## src/rtl/probe_trigger_multi_if.sv

```systemverilog
// Probe command / uplink bus shared by the trigger probe and the host side.
// The master drives commands, triggers and ack; the slave reports words and status.
interface probe_trigger_multi_if #(
  parameter int NumTriggers = 4
);
  logic                   cmd_en;
  logic [18:0]            cmd;
  logic [NumTriggers-1:0] trigger;
  logic [31:0]            data_up;
  logic                   data_valid;
  logic                   ack;
  logic                   delay;
  logic [NumTriggers-1:0] overflow;

  modport master (
    output cmd_en, cmd, trigger, ack,
    input  data_up, data_valid, delay, overflow
  );

  modport slave (
    input  cmd_en, cmd, trigger, ack,
    output data_up, data_valid, delay, overflow
  );
endinterface

```

## src/rtl/probe_trigger_multi.sv

```systemverilog
// Multi-channel trigger probe: per-channel enable counts, sticky overflow,
// round-robin event reporting over the serial-probe uplink.
module probe_trigger_multi #(
  parameter logic [15:0] TriggerId = 16'h0000,
  parameter int NumTriggers = 4,
  parameter logic [NumTriggers-1:0] TrigEdge = '0,
  parameter int NumWords = 1,
  parameter logic [NumWords*16-1:0] CaptureIds = {NumWords{16'hFFFF}},
  parameter int CWidth = 1
) (
  input logic clk,
  input logic rst,
  probe_trigger_multi_if.slave bus
);

  localparam int PW = (NumTriggers > 1) ? $clog2(NumTriggers) : 1;

  localparam logic [2:0] OpDisable = 3'd1;
  localparam logic [2:0] OpEnable  = 3'd2;
  localparam logic [2:0] OpTrigAck = 3'd3;
  localparam logic [2:0] OpClear   = 3'd4;

  localparam logic [0:0] IDLE = 1'b0;
  localparam logic [0:0] SEND = 1'b1;

  logic [0:0]             state;
  logic [7:0]             count [NumTriggers];
  logic [NumTriggers-1:0] enabled;
  logic [NumTriggers-1:0] pending;
  logic [NumTriggers-1:0] prev;
  logic [NumTriggers-1:0] fire;
  logic [NumTriggers-1:0] hit;
  logic [NumTriggers-1:0] clr_ovf;
  logic [NumTriggers-1:0] ready;
  logic [NumTriggers-1:0] done_clr;
  logic [PW-1:0]          rr_ptr;
  logic [PW-1:0]          sel;
  logic [PW-1:0]          pick;
  logic                   found;
  logic [CWidth-1:0]      word_count;
  logic [NumWords*16-1:0] report_ids;
  logic                   send_disable;
  logic                   msg_end;
  logic [15:0]            sel_id;
  logic [15:0]            pick_id;

  function automatic logic [PW-1:0] wrap(input int v);
    return PW'(v % NumTriggers);
  endfunction

  assign fire = (bus.trigger & ~prev & TrigEdge)
              | (bus.trigger & ~TrigEdge);
  assign ready = enabled & pending;
  assign bus.delay = |ready;
  assign sel_id = TriggerId + 16'(sel);
  assign pick_id = TriggerId + 16'(pick);
  assign msg_end = (state == SEND) && bus.ack
                && (word_count == '0) && !send_disable;

  always_comb begin
    hit = '0;
    clr_ovf = '0;
    done_clr = '0;
    for (int i = 0; i < NumTriggers; i++) begin
      hit[i] = bus.cmd_en
            && (bus.cmd[18:3] == TriggerId + 16'(i));
      clr_ovf[i] = hit[i] && (bus.cmd[2:0] == OpClear);
      done_clr[i] = msg_end && (sel == PW'(i));
    end
  end

  // Descending scan so the nearest channel at or after rr_ptr wins.
  always_comb begin
    found = 1'b0;
    pick = rr_ptr;
    for (int k = NumTriggers - 1; k >= 0; k--) begin
      if (ready[wrap(int'(rr_ptr) + k)]) begin
        found = 1'b1;
        pick = wrap(int'(rr_ptr) + k);
      end
    end
  end

  always_ff @(posedge clk or posedge rst) begin
    if (rst) begin
      enabled <= '0;
      pending <= '0;
      prev <= '0;
      bus.overflow <= '0;
      for (int i = 0; i < NumTriggers; i++) count[i] <= '0;
    end else begin
      prev <= bus.trigger;
      pending <= fire | (pending & enabled & ~done_clr);
      bus.overflow <= (bus.overflow & ~clr_ovf)
                    | (fire & pending & enabled & ~done_clr);
      for (int i = 0; i < NumTriggers; i++) begin
        if (hit[i]) begin
          case (bus.cmd[2:0])
            OpDisable: begin
              count[i] <= '0;
              enabled[i] <= 1'b0;
            end
            OpEnable: begin
              if (count[i] != 8'hFF) count[i] <= count[i] + 8'd1;
              enabled[i] <= 1'b1;
            end
            OpTrigAck: begin
              count[i] <= count[i] - 8'd1;
              enabled[i] <= (count[i] != 8'd1);
            end
            default: ;
          endcase
        end
      end
    end
  end

  always_ff @(posedge clk or posedge rst) begin
    if (rst) begin
      state <= IDLE;
      sel <= '0;
      rr_ptr <= '0;
      word_count <= '0;
      report_ids <= CaptureIds;
      send_disable <= 1'b0;
      bus.data_up <= '0;
      bus.data_valid <= 1'b0;
    end else begin
      case (state)
        IDLE: begin
          if (found) begin
            sel <= pick;
            word_count <= CWidth'(NumWords);
            report_ids <= CaptureIds;
            send_disable <= (count[pick] == 8'd1);
            bus.data_up <= {pick_id, 13'h1FFF, 3'd3};
            bus.data_valid <= 1'b1;
            state <= SEND;
          end
        end
        SEND: begin
          if (bus.ack) begin
            if (word_count != '0) begin
              bus.data_up <= {report_ids[15:0], 13'h1FFF, 3'd3};
              word_count <= word_count - 1'b1;
              report_ids <= report_ids >> 16;
            end else if (send_disable) begin
              bus.data_up <= {sel_id, 13'h1FFF, 3'd1};
              send_disable <= 1'b0;
            end else begin
              state <= IDLE;
              bus.data_valid <= 1'b0;
              rr_ptr <= (sel == PW'(NumTriggers - 1)) ? '0 : sel + 1'b1;
            end
          end
        end
        default: state <= IDLE;
      endcase
    end
  end

endmodule

```

## src/flat_wrapper.sv

```systemverilog
// flat-port wrapper written by rule: the top's interface ports become plain ports
module probe_trigger_multi_flat 
#(
  parameter logic [15:0] TriggerId = 16'h0000,
  parameter int NumTriggers = 4,
  parameter logic [NumTriggers-1:0] TrigEdge = '0,
  parameter int NumWords = 1,
  parameter logic [NumWords*16-1:0] CaptureIds = {NumWords{16'hFFFF}},
  parameter int CWidth = 1
)
  (clk, rst, bus_cmd_en, bus_cmd, bus_trigger, bus_ack, bus_data_up, bus_data_valid, bus_delay, bus_overflow);
  probe_trigger_multi_if #(.NumTriggers(NumTriggers)) bus_i ();
  input logic clk;
  input logic rst;
  input wire logic [$bits(bus_i.cmd_en)-1:0] bus_cmd_en;
  input wire logic [$bits(bus_i.cmd)-1:0] bus_cmd;
  input wire logic [$bits(bus_i.trigger)-1:0] bus_trigger;
  input wire logic [$bits(bus_i.ack)-1:0] bus_ack;
  output wire logic [$bits(bus_i.data_up)-1:0] bus_data_up;
  output wire logic [$bits(bus_i.data_valid)-1:0] bus_data_valid;
  output wire logic [$bits(bus_i.delay)-1:0] bus_delay;
  output wire logic [$bits(bus_i.overflow)-1:0] bus_overflow;
  assign bus_i.cmd_en = bus_cmd_en;
  assign bus_i.cmd = bus_cmd;
  assign bus_i.trigger = bus_trigger;
  assign bus_i.ack = bus_ack;
  assign bus_data_up = bus_i.data_up;
  assign bus_data_valid = bus_i.data_valid;
  assign bus_delay = bus_i.delay;
  assign bus_overflow = bus_i.overflow;
  probe_trigger_multi #(.TriggerId(TriggerId), .NumTriggers(NumTriggers), .TrigEdge(TrigEdge), .NumWords(NumWords), .CaptureIds(CaptureIds), .CWidth(CWidth)) u_core (.clk(clk), .rst(rst), .bus(bus_i));
endmodule
```

## config.mk

```make
export PLATFORM = sky130hd
export DESIGN_NAME = probe_trigger_multi_flat
export DESIGN_NICKNAME = d
export VERILOG_FILES = /design/src/rtl/probe_trigger_multi_if.sv /design/src/rtl/probe_trigger_multi.sv /design/src/flat_wrapper.sv
export SDC_FILE = /design/constraint.sdc
export NUM_CORES = 1
export LEC_CHECK = 0
export BUFFER_PORTS_ARGS = -buffer_cell sky130_fd_sc_hd__buf_2
export CORE_AREA = 3 3 111 113
export DETAILED_ROUTE_END_ITERATION = 16
export DIE_AREA = 0 0 114 116
export GPL_ROUTABILITY_DRIVEN = 0
export MAX_ROUTING_LAYER = met4
export PLACE_DENSITY = 0.56
export SLEW_MARGIN = 10
export SYNTH_ARGS = -nofsm -noshare
export SYNTH_HDL_FRONTEND = slang
export SYNTH_SLANG_ARGS = --single-unit
```

## constraint.sdc

```tcl
create_clock -name clk -period 2.05 [get_ports clk]
set_clock_uncertainty 0.15 [all_clocks]
set_input_delay 0.1025 -clock clk [delete_from_list [all_inputs] [get_ports clk]]
set_output_delay 0.1025 -clock clk [all_outputs]
set_load 0.01 [all_outputs]
```

Word level (Yosys, flattened, before mapping):

Index checks and enable logic that the tools add are counted.

* bitwise gates (word level): 14
* equal/unequal tests: 29
* magnitude comparators: 5
* reductions and logical operators: 35
* add/sub/neg operators: 13
* muxes and demuxes: 58

Operators with widths (number)
* $mux W32: 4
* $pmux W8 S3: 4
* $pmux W32 S2: 1
* $mux W16: 3
* $mux W8: 6
* $add A8 B1 Y8 const B: 4
* $eq A16 B2 Y1 const B: 2
* $ne A8 B1 Y1 const B: 4
* $ne A8 B8 Y1 const B: 4
* $pmux W16 S2: 1
* $sub A8 B1 Y8 const B: 4
* $and A4 B4 Y4: 6
* $mux W1: 21
* $reduce_and A3 Y1: 7
* $bmux W8 S2: 1
* $eq A16 B1 Y1 const B: 1
* $logic_not A16 Y1: 1
* $logic_and A1 B1 Y1: 15
* $lt A2 B3 Y1 const B: 4
* $pmux W1 S3: 4
* $reduce_and A2 Y1: 6
* $mux W2: 5
* $ne A2 B1 Y1 const B: 5
* $bmux W1 S2: 4
* 22 further kinds: 37

* bits of input ports: 27
* register bits after elaboration: 100
* output and inout bits: 38

Longest topological paths before layout:

Gate-level depths: netlist of run 1.

* depth in word-level cells: 14
* depth in mapped cells: 8
* gate-level depth less buffers: 7

Worst setup path before layout of run 1:

Ideal clock, no wire load.

* path type: reg2reg
* start: register u_core.count[0] in the netlist's numbering
* end: register u_core.count[3] in the netlist's numbering
* data arrival time: 1889 ps
* setup time: 92 ps
* path slack: -81 ps
* stages on the path, launching flop included: 8
* path through: dfrtp_1 -> ha_1 -> nand2_1 -> nor4_1 -> or4b_1 -> buf_2 -> or2_4 -> o31ai_2

* longest elaborated chain between the ends: 3
* elaborated cells on any way between the ends: 7

RTL lines
* from (decl): RTL line probe_trigger_multi.sv:27 `logic [7:0] count [NumTriggers];`
* from (signal, indexed assignment): RTL line probe_trigger_multi.sv:108 `count[i] <= count[i] - 8'd1;`
* $add A8 B1 Y8 / $ne A8 B8 Y1 (equally long branches): RTL line probe_trigger_multi.sv:104 `if (count[i] != 8'hFF) count[i] <= count[i] + 8'd1;`
* $mux W8 / $ne A2 B1 Y1 (equally long branches)
* $pmux W8 S3 / $reduce_and A3 Y1 (equally long branches)

Parallel ways exist; a longest one is shown, timed or not. The select of a mux whose other input is x is not followed.
A chain may end at the register's enable or synchronous reset.

Worst setup path after layout of run 1:

* start: register u_core.count[26] in the netlist's numbering
* end: register u_core.send_disable

* longest elaborated chain between the ends: 6

RTL lines
* $bmux W8 S2: RTL line probe_trigger_multi.sv:135 `send_disable <= (count[pick] == 8'd1);`
* $mux W8 (not written as such) (2 in series): RTL line probe_trigger_multi.sv:135
* $eq A8 B1 Y1: RTL line probe_trigger_multi.sv:135
* $mux W1: RTL line probe_trigger_multi.sv:131 `if (found) begin`
* $pmux W1 S2: RTL line probe_trigger_multi.sv:129 `case (state)`
* to (signal assigned): RTL line probe_trigger_multi.sv:135
* to (decl): RTL line probe_trigger_multi.sv:42 `logic send_disable;`

Every way passes these cells. The select of a mux whose other input is x is not followed.

==> flow_metrics.py, run 1 <==
metrics = {
    "pwr": {
        "leakage_nw": 2.29,
        "ir_drop_mv": 0.427,
        "powerDensity_nw_per_um2": 611,
        "p_total_mw": 3.08,
    },
    "synthesis": {
        "synthesis.area_sq_um": 3940,
        "async_reset_ff_frac": 1.00,
        "synth_top_area_share": 0.362,
        "synth_edf_count": 0,
        "synthCells": 455,
        "postSynthAreaPerCell_sq_um": 8.66,
        "yosysTopAreaCell": "dfrtp_1",
        "syn_nets": 498,
        "synthTopCellsByCount": "dfrtp_1, nand2_1, o21ai_0, nor2_1, buf_4",
        "synth_seq_cells": 58,
        "synth.most_common_cell": "dfrtp_1",
        "synth_area_leaders": "dfrtp_1, buf_4, ha_1",
        "yosysUniqueCellTypes": 65,
        "yosysWarnings": 0,
        "synthFlopType": "dfrtp_1",
        "seq_area_frac_synth": 0.369,
    },
    "worst_setup_path": {
        "crit_required_ns": 2.16,
        "critical_path_class": "reg -> reg",
        "crit_path_end": "u_core.send_disable",
        "cp_data_arrival_time_ns": 2.12,
        "start_kind": "register",
        "critPathLaunch": "u_core.count[26]",
        "r2r-start": "u_core.count[26]",
        "r2r_setup_slack_ns": 0.04,
        "rr_endpoint": "u_core.send_disable",
        "end_kind": "register",
        "path_cells": "or4_1, nor2_2, nand3_1, mux4_2, mux2i_1",
        "cp_max_fo": 6,
        "ff2ff_path_depth": 5,
        "cp_slowest_cell": "or4_1",
        "slowest_delay_ns": 0.49,
    },
    "floorplanning": {
        "core_sq_um": 11400,
        "die_w_um": 114,
        "rows": 39,
        "die_h_um": 116,
        "dieArea_sq_um": 13200,
        "start_util": 0.345,
        "io_pins": 65,
    },
    "routing": {
        "via_count": 3795,
        "wl_per_cell_um": 15.2,
        "wl_met2_mm": 4.95,
        "drc": 0,
        "ant_nets": 0,
        "first_iter_violations": 294,
        "wl_mm": 10.6,
        "viasPerCell": 5.44,
        "wl_met1_mm": 4.84,
        "maxUsedRoutingLayer": "met4",
        "first_pass_iters": 5,
        "met3_length_um": 639,
    },
    "cells_and_area": {
        "nFillCells": 1123,
        "nets": 593,
        "drive_gt1_frac": 0.310,
        "multi_input_area_sq_um": 2200,
        "instances_no_fill": 698,
        "antennaDiodeCount": 0,
        "area.sequential_sq_um": 1460,
        "area_delta_synth_final_pct": 27.9,
    },
    "sta": {
        "finalCritPeriodShare": 0.982,
        "setup_violations": 0,
        "worst_pin_slew_ns": 0.555,
        "fmax_mhz": 497,
        "final_max_slew_viol_count": 0,
        "rsz0062_at_grt": "true",
        "hold_violations": 0,
        "slew_headroom": 0.629,
        "holdWs_ns": 0.0608,
        "period_needed_ns": 2.01,
    },
    "flow_run": {
        "cap_violations": 0,
    },
    "grt": {
        "antenna_found_initial": 0,
        "grt_max_degree": 59,
        "grt_pass1_wl_mm": 17.6,
        "grt_overflow_total": 0,
        "grtUsageTotal": 0.173,
        "grt_pass1_vias": 3562,
    },
    "cts": {
        "cts_tree": "yes",
        "numCtsBuffers": 9,
        "clock_latency_ns": 0.34,
        "cts-root-buf": "clkbuf_16",
        "h-tree-depth": 3,
        "clk_pin_slew_ns": 0.05,
        "cts_buffer_depth": 2,
        "clock-sinks": 58,
    },
    "place": {
        "port_buffers": 63,
        "dp.cells": 675,
        "dpl.hpwl_mm": 7.75,
    },
    "run_status": {
        "outcome": "finished, final reports clean",
    },
    "min_path": {
        "min_path_type": "in -> reg",
    },
}
power breakdown:
group	leakage, nW	switching, mW	internal (mW)
Clock	0.156	0.537	1.09
Sequential	0.756	0.0275	1.17
Combinational	1.38	0.144	0.111
Total	2.29	0.709	2.37
per-layer routing:
layer | GRT usage | vias up
li1 | - | 1834
met1 | 0.213 | 1818
met2 | 0.279 | 130
met3 | 0.0360 | 13
met4 | 0.0681 | 0
met5 | - | -
critical path: cells and delay by family (launching register included):
| kind | cells | cell delay, ns |
|---|---|---|
| and+or+nand+nor | 3 | 0.73 |
| muxes | 2 | 0.62 |
| DFF | 1 | 0.44 |
kinds of logic after synthesis:
kind of cell	share of synthesized area
compound gates	0.195
xor+xnor	0.0111
fa+ha+maj	0.0508
buf+inv	0.0848
flops	0.369
mux	0.0273
other cells	0.000952
simple gates	0.262
sequential cells by signal, indices dropped and copies added, names as in the netlist:
name	flops
u_core.bus.data_valid	1
u_core.enabled	4
u_core.state	1
u_core.word_count	1
u_core.rr_ptr	2
u_core.sel	2
u_core.pending	4
u_core.report_ids	1
u_core.bus.data_up	5
u_core.send_disable	1
u_core.count	32
u_core.bus.overflow	4
what timing repair did:
item,in CTS,in global routing
hold buffers,6,0
endpoints found under the setup margin,1,10
gates resized for setup,2,8
pin swaps,0,3
gates cloned,0,0
endpoints found under the hold margin,69,0
setup buffers,0,1
layout by cell type (no fill, tap or decap), drive strengths merged, types with 4 or more instances in the layout:
cell type and count:
nand3 19, dlygate4sd3 6, dfrtp 57, a21oi 16, buf 119, and2 6, o31ai 13, mux2 4
a31oi 7, or4 7, nor2 28, or3 4, nor4b 4, or2 10, clkbuf 11, inv 20
o22ai 7, nand3b 4, nand4b 5, o21ai 45, nor3 12, nand2 46, nand4 5, nand2b 9
and3 5, nor4 8, a22o 5, mux2i 4, ha 16
stage by stage:
stage          cell area (sq um)  setup WS (ns)  TNS [ns]   util
4_1_cts                     5000        0.00666         0  0.438
2_1_floorplan               3960        -0.0307   -0.0307      -
3_5_place_dp                4620        -0.0200   -0.0200  0.404
5_1_grt                     5040        -0.0921   -0.0921  0.441
3_3_place_gp                4620         0.0115         0  0.404
6_report                    5040         0.0369         0  0.441
final cells by class:
type                    instances  share of cell area
multi-input cells             336               0.437
flip-flops and latches         58               0.289
repair buffers                125               0.160
clock buffers                  11              0.0482
well taps                     143              0.0355
clock inverters                 5              0.0154
inverters                      20              0.0149
worst min path at each step:
| stage | startpoint | endpoint | slack [ns] | depth (start not counted) |
|---|---|---|---|---|
| finish | bus_cmd[3] | u_core.bus.overflow[3] | 0.06 | 3 |
| global route | bus_cmd[3] | u_core.bus.overflow[3] | 0.08 | 3 |
| CTS | bus_cmd[3] | u_core.bus.overflow[3] | 0.04 | 3 |
| detailed placement | rst | u_core.bus.overflow[3] | 0.05 | 3 |
| global placement | rst | u_core.pending[0] | 0.05 | 3 |
| floorplan | bus_trigger[0] | u_core.pending[0] | 0.06 | 1 |
No activity file was read; power rests on OpenSTA's default activity.
==> inputs of run 2 (changes only) <==
Settings changed: CELL_PAD_IN_SITES_DETAIL_PLACEMENT set to 0, CELL_PAD_IN_SITES_GLOBAL_PLACEMENT set to 1, PLACE_DENSITY 0.56 to 0.7.
==> run 2 against run 1 <==
Net effect:
- global-route usage barely moved
- register-to-register slack got worse by 0.03 ns
- non-clock buffer count rose by 3
- maximum frequency fell by 1.6%
- combinational power barely moved
- design area rose by 0.20%
- worst hold slack got worse by 0.011 ns
- sequential share of layout area fell by 0.082 points
- utilization rose by 0.088 points
==> flow_metrics.py, run 2 (same netlist as run 1, synthesis figures left out) <==
metrics = {
    "worst_setup_path": {
        "critical_path_class": "reg -> reg",
        "critical-path-top-delay-family": "simple AND/OR/NAND/NOR gates",
        "crit_required_ns": 2.15,
        "cp.buffers_inverters": 0,
        "ff2ff_path_depth": 5,
        "rr_endpoint": "u_core.send_disable",
        "start_kind": "register",
        "cp_slowest_cell": "or4_1",
        "slowest_delay_ns": 0.54,
        "r2r-start": "u_core.count[30]",
        "path_cells": "or4_1, nor2_2, nand3_1, mux4_2, mux2i_1",
        "r2r_setup_slack_ns": 0.004,
        "cp_data_arrival_time_ns": 2.15,
        "end_kind": "register",
        "cp_max_fo": 5,
    },
    "floorplanning": {
        "rows": 39,
        "core_sq_um": 11400,
        "die_h_um": 116,
        "io_pins": 65,
        "dieArea_sq_um": 13200,
        "start_util": 0.345,
        "die_w_um": 114,
    },
    "routing": {
        "via_count": 3758,
        "drc": 0,
        "viasPerCell": 5.36,
        "wl_mm": 10.8,
        "first_iter_violations": 183,
        "wl_per_cell_um": 15.4,
        "first_pass_iters": 5,
        "ant_nets": 0,
    },
    "cells_and_area": {
        "mostFrequentLayoutCells": "buf_2, buf_4, dfrtp_1, nand2_1, o21ai_0",
        "max_flop_register": "u_core.count",
        "nFillCells": 1127,
        "largest_register_ffs": 32,
        "reg.largest.list": "u_core.count (32), u_core.bus.data_up (5)",
        "nets": 596,
        "stdcell_area_sq_um": 5050,
        "drive_gt1_frac": 0.319,
        "area_delta_synth_final_pct": 28.1,
        "instances_no_fill": 701,
        "final_common_cell": "buf_2",
        "antennaDiodeCount": 0,
    },
    "grt": {
        "grt_pass1_vias": 3663,
        "grt_pass1_wl_mm": 17.8,
        "antenna_found_initial": 0,
        "grtUsageTotal": 0.173,
        "grt_max_degree": 31,
        "grt_overflow_total": 0,
    },
    "min_path": {
        "min_to": "u_core.bus.overflow[3]",
        "min_path_type": "in -> reg",
        "min_from": "bus_cmd[3]",
        "whs_path_depth": 3,
    },
    "pwr": {
        "leakage_nw": 2.29,
        "p_total_mw": 2.84,
        "ir_drop_mv": 0.287,
        "powerDensity_nw_per_um2": 563,
    },
    "sta": {
        "tns_ns": 0,
        "final_max_slew_viol_count": 0,
        "rsz0062_at_grt": "true",
        "period_needed_ns": 2.05,
        "holdWs_ns": 0.0497,
        "setup_violations": 0,
        "finalCritPeriodShare": 0.998,
        "hold_violations": 0,
        "fmax_mhz": 489,
    },
    "cts": {
        "numCtsBuffers": 9,
        "h-tree-depth": 3,
        "clock-sinks": 58,
        "cts_tree": "yes",
        "clock_latency_ns": 0.33,
        "cts-root-buf": "clkbuf_16",
        "clk_pin_slew_ns": 0.05,
        "cts_buffer_depth": 2,
    },
    "place": {
        "placed_cell_area_sq_um": 4630,
        "port_buffers": 63,
        "dp.cells": 677,
        "dpl.hpwl_mm": 8.03,
    },
    "run_status": {
        "outcome": "finished, final reports clean",
    },
    "flow_run": {
        "cap_violations": 0,
    },
}
-- run 2: worst max path at each step --
stage,from,to,cells after the start
6_report,u_core.count[30],u_core.send_disable,5
3_3_place_gp,u_core.count[12],u_core.send_disable,5
5_1_grt,u_core.count[18],u_core.send_disable,5
2_1_floorplan,u_core.count[0],u_core.count[3],7
4_1_cts,u_core.count[10],u_core.send_disable,5
3_5_place_dp,u_core.count[12],u_core.send_disable,5
-- run 2: worst register-to-register path: stages (launching register included) --
cell     delay, ns
dfrtp_1       0.42
or4_1         0.54
nor2_2        0.12
nand3_1       0.11
mux4_2        0.48
mux2i_1       0.14
-- run 2: layout make-up --
type	count	area [sq um]	area share
Multi-Input combinational cell	336	2230	0.442
Sequential cell	58	1450	0.288
Timing Repair Buffer	128	831	0.165
Clock buffer	13	260	0.0516
Tap cell	143	179	0.0354
Inverter	20	75.1	0.0149
Clock inverter	3	15.0	0.00297
-- run 2: per-layer routing --
metal	global-route usage	wire, um	part of all wire	vias up
met5	-	0	0	-
met4	0.0784	229	0.021	0
met3	0.0245	528	0.049	17
met2	0.272	5040	0.47	101
met1	0.223	5020	0.46	1804
li1	-	-	-	1836
-- run 2: power by group --
group,leakage (nW),switching (mW),total [mW],internal (mW)
registers,0.758,0.0237,1.19,1.17
logic,1.40,0.146,0.257,0.111
clock network,0.139,0.516,1.39,0.877
total,2.29,0.686,2.84,2.15
-- run 2: per-stage QoR --
stage	setup slack [ns]	util
4_1_cts	-0.0262	0.437
2_1_floorplan	-0.0307	-
3_3_place_gp	-0.0243	0.406
6_report	0.00425	0.442
5_1_grt	-0.0531	0.442
3_5_place_dp	-0.0688	0.406
-- run 2: timing repair --
| action | 4_1_cts | 5_1_grt |
|---|---|---|
| endpoints found under the setup margin | 1 | 13 |
| pin swaps | 4 | 9 |
| hold buffers | 6 | 0 |
| resized for setup | 5 | 10 |
| hold endpoints to repair | 68 | 0 |
| buffers inserted | 1 | 1 |
==> inputs of run 3 (changes only) <==
Settings changed: CTS_CLUSTER_DIAMETER set to 80, PLACE_DENSITY 0.7 to 0.67, REMOVE_ABC_BUFFERS set to 1.
Clock period 2.05 ns to 2.4 ns, I/O delays scaled along.
==> run 3 against run 2 <==
Net effect:
- sequential share of layout area increased by 1.8 points
- combinational power decreased by 20%
- maximum frequency decreased by 10%
- first-iteration DRC count decreased by 15%
- critical path depth unchanged
==> flow_metrics.py, run 3 (same netlist as run 1, synthesis figures left out) <==
metrics = {
    "sta": {
        "holdWs_ns": 0.0772,
        "tns_ns": 0,
        "hold_violations": 0,
        "setup_violations": 0,
        "rsz0062_at_grt": "false",
        "finalCritPeriodShare": 0.951,
        "fmax_mhz": 438,
        "slew_headroom": 0.595,
        "worst_pin_slew_ns": 0.601,
        "final_max_slew_viol_count": 0,
        "period_needed_ns": 2.28,
    },
    "cts": {
        "clk_pin_slew_ns": 0.05,
        "post_cts.repair.setup_buffers": 0,
        "cts-root-buf": "clkbuf_16",
        "cts_buffer_depth": 2,
        "numCtsBuffers": 9,
        "h-tree-depth": 3,
        "cts_tree": "yes",
        "clock_latency_ns": 0.32,
        "clock-sinks": 58,
    },
    "floorplanning": {
        "start_util": 0.345,
        "die_w_um": 114,
        "io_pins": 65,
        "dieArea_sq_um": 13200,
        "die_h_um": 116,
        "core_sq_um": 11400,
        "rows": 39,
    },
    "routing": {
        "drc": 0,
        "first_iter_violations": 156,
        "ant_nets": 0,
        "via_count": 3502,
        "wl_per_cell_um": 15.3,
        "first_pass_iters": 4,
        "viasPerCell": 5.30,
        "wl_mm": 10.1,
    },
    "worst_setup_path": {
        "r2r_setup_slack_ns": 0.12,
        "path_cells": "or4_1, nor3_1, nand3_1, mux4_2, mux2i_1",
        "crit_required_ns": 2.49,
        "critical_path_class": "reg -> reg",
        "cp_max_fo": 6,
        "cp_slowest_cell": "or4_1",
        "cp.buffers_inverters": 0,
        "slowest_delay_ns": 0.59,
        "start_kind": "register",
        "cp_data_arrival_time_ns": 2.38,
        "critical-path-top-delay-family": "simple AND/OR/NAND/NOR gates",
        "end_kind": "register",
    },
    "pwr": {
        "powerDensity_nw_per_um2": 573,
        "p_total_mw": 2.72,
        "ir_drop_mv": 0.344,
        "leakage_nw": 2.12,
    },
    "grt": {
        "grt_pass1_wl_mm": 17.2,
        "grt_overflow_total": 0,
        "antenna_found_initial": 0,
        "grt_max_degree": 39,
        "grt_pass1_vias": 3438,
        "grtUsageTotal": 0.166,
    },
    "cells_and_area": {
        "drive_gt1_frac": 0.237,
        "multi_input_area_sq_um": 2150,
        "area.sequential_sq_um": 1450,
        "reg.largest.list": "u_core.count (32), u_core.bus.data_up (5)",
        "final_common_cell": "buf_2",
        "nFillCells": 1145,
        "antennaDiodeCount": 0,
        "nets": 556,
        "area_delta_synth_final_pct": 20.5,
        "largest_register_ffs": 32,
        "postLayoutCoreUtil": 0.416,
        "mostFrequentLayoutCells": "buf_2, dfrtp_1, nand2_1, o21ai_0, nor2_1",
        "instances_no_fill": 661,
        "max_flop_register": "u_core.count",
    },
    "place": {
        "port_buffers": 63,
        "dpl.hpwl_mm": 7.38,
        "dp.cells": 639,
    },
    "run_status": {
        "outcome": "finished, final reports clean",
    },
    "min_path": {
        "min_path_type": "in -> reg",
    },
    "flow_run": {
        "cap_violations": 0,
    },
}
==> run 3: cell types whose count changed in the layout (fill, tap and decap cells not counted), moves of 2 or more <==
cell / before / now
or4_4: 3 / 0
bufinv_16: 0 / 3
clkinv_2: 3 / 0
nor3_4: 2 / 0
or4_1: 4 / 7
nor3_1: 9 / 12
buf_4: 58 / 17
==> run 3: cell type report <==
type | instances | area share
Clock inverter | 4 | 0.0208
Sequential cell | 58 | 0.306
Multi-Input combinational cell | 336 | 0.453
Timing Repair Buffer | 88 | 0.114
Tap cell | 143 | 0.0377
Clock buffer | 12 | 0.0519
Inverter | 20 | 0.0158
==> run 3: metal layers <==
| metal | wire length (um) | GRT usage | vias up | part of all wire |
|---|---|---|---|---|
| li1 | - | - | 1752 | - |
| met1 | 5060 | 0.227 | 1660 | 0.50 |
| met2 | 4540 | 0.249 | 86 | 0.45 |
| met3 | 450 | 0.0334 | 4 | 0.045 |
| met4 | 38 | 0.0499 | 0 | 0.0038 |
| met5 | 0 | - | - | 0 |
==> run 3: through the flow <==
step / setup slack (ns) / instance area [sq um]
finish: 0.117 / 4750
global route: 0.0467 / 4750
CTS: 0.130 / 4750
detailed placement: 0.146 / 4340
global placement: 0.181 / 4340
floorplan: 0.229 / 3680
==> run 3: what timing repair did <==
action / CTS / global route
hold buffers: 6 / 0
hold endpoints to repair: 33 / 0
setup endpoints to repair: 0 / 0
gates resized for setup: 0 / 0
==> run 3: worst register-to-register path, cell delays in order (launching register included) <==
cell and delay [ns]:
dfrtp_1 0.42, or4_1 0.60, nor3_1 0.28, nand3_1 0.13, mux4_2 0.48, mux2i_1 0.15
==> run 3: path summary, 6_finish.rpt <==
check,start,end,cells after the start
worst max-delay path,u_core.count[12],u_core.send_disable,5
worst max register to register,u_core.count[12],u_core.send_disable,5
max in group asynchronous,rst,u_core.report_ids[14],4
worst min-delay path,bus_cmd[3],u_core.bus.overflow[3],3
worst min register to register,u_core.bus.data_valid,u_core.bus.data_valid,1
min in group asynchronous,rst,u_core.count[19],3
==> run 3: power by group <==
group          switching, mW  internal [mW]  total, mW
sequential            0.0214          0.996       1.02
combinational          0.117         0.0882      0.205
clock                  0.454           1.04       1.50
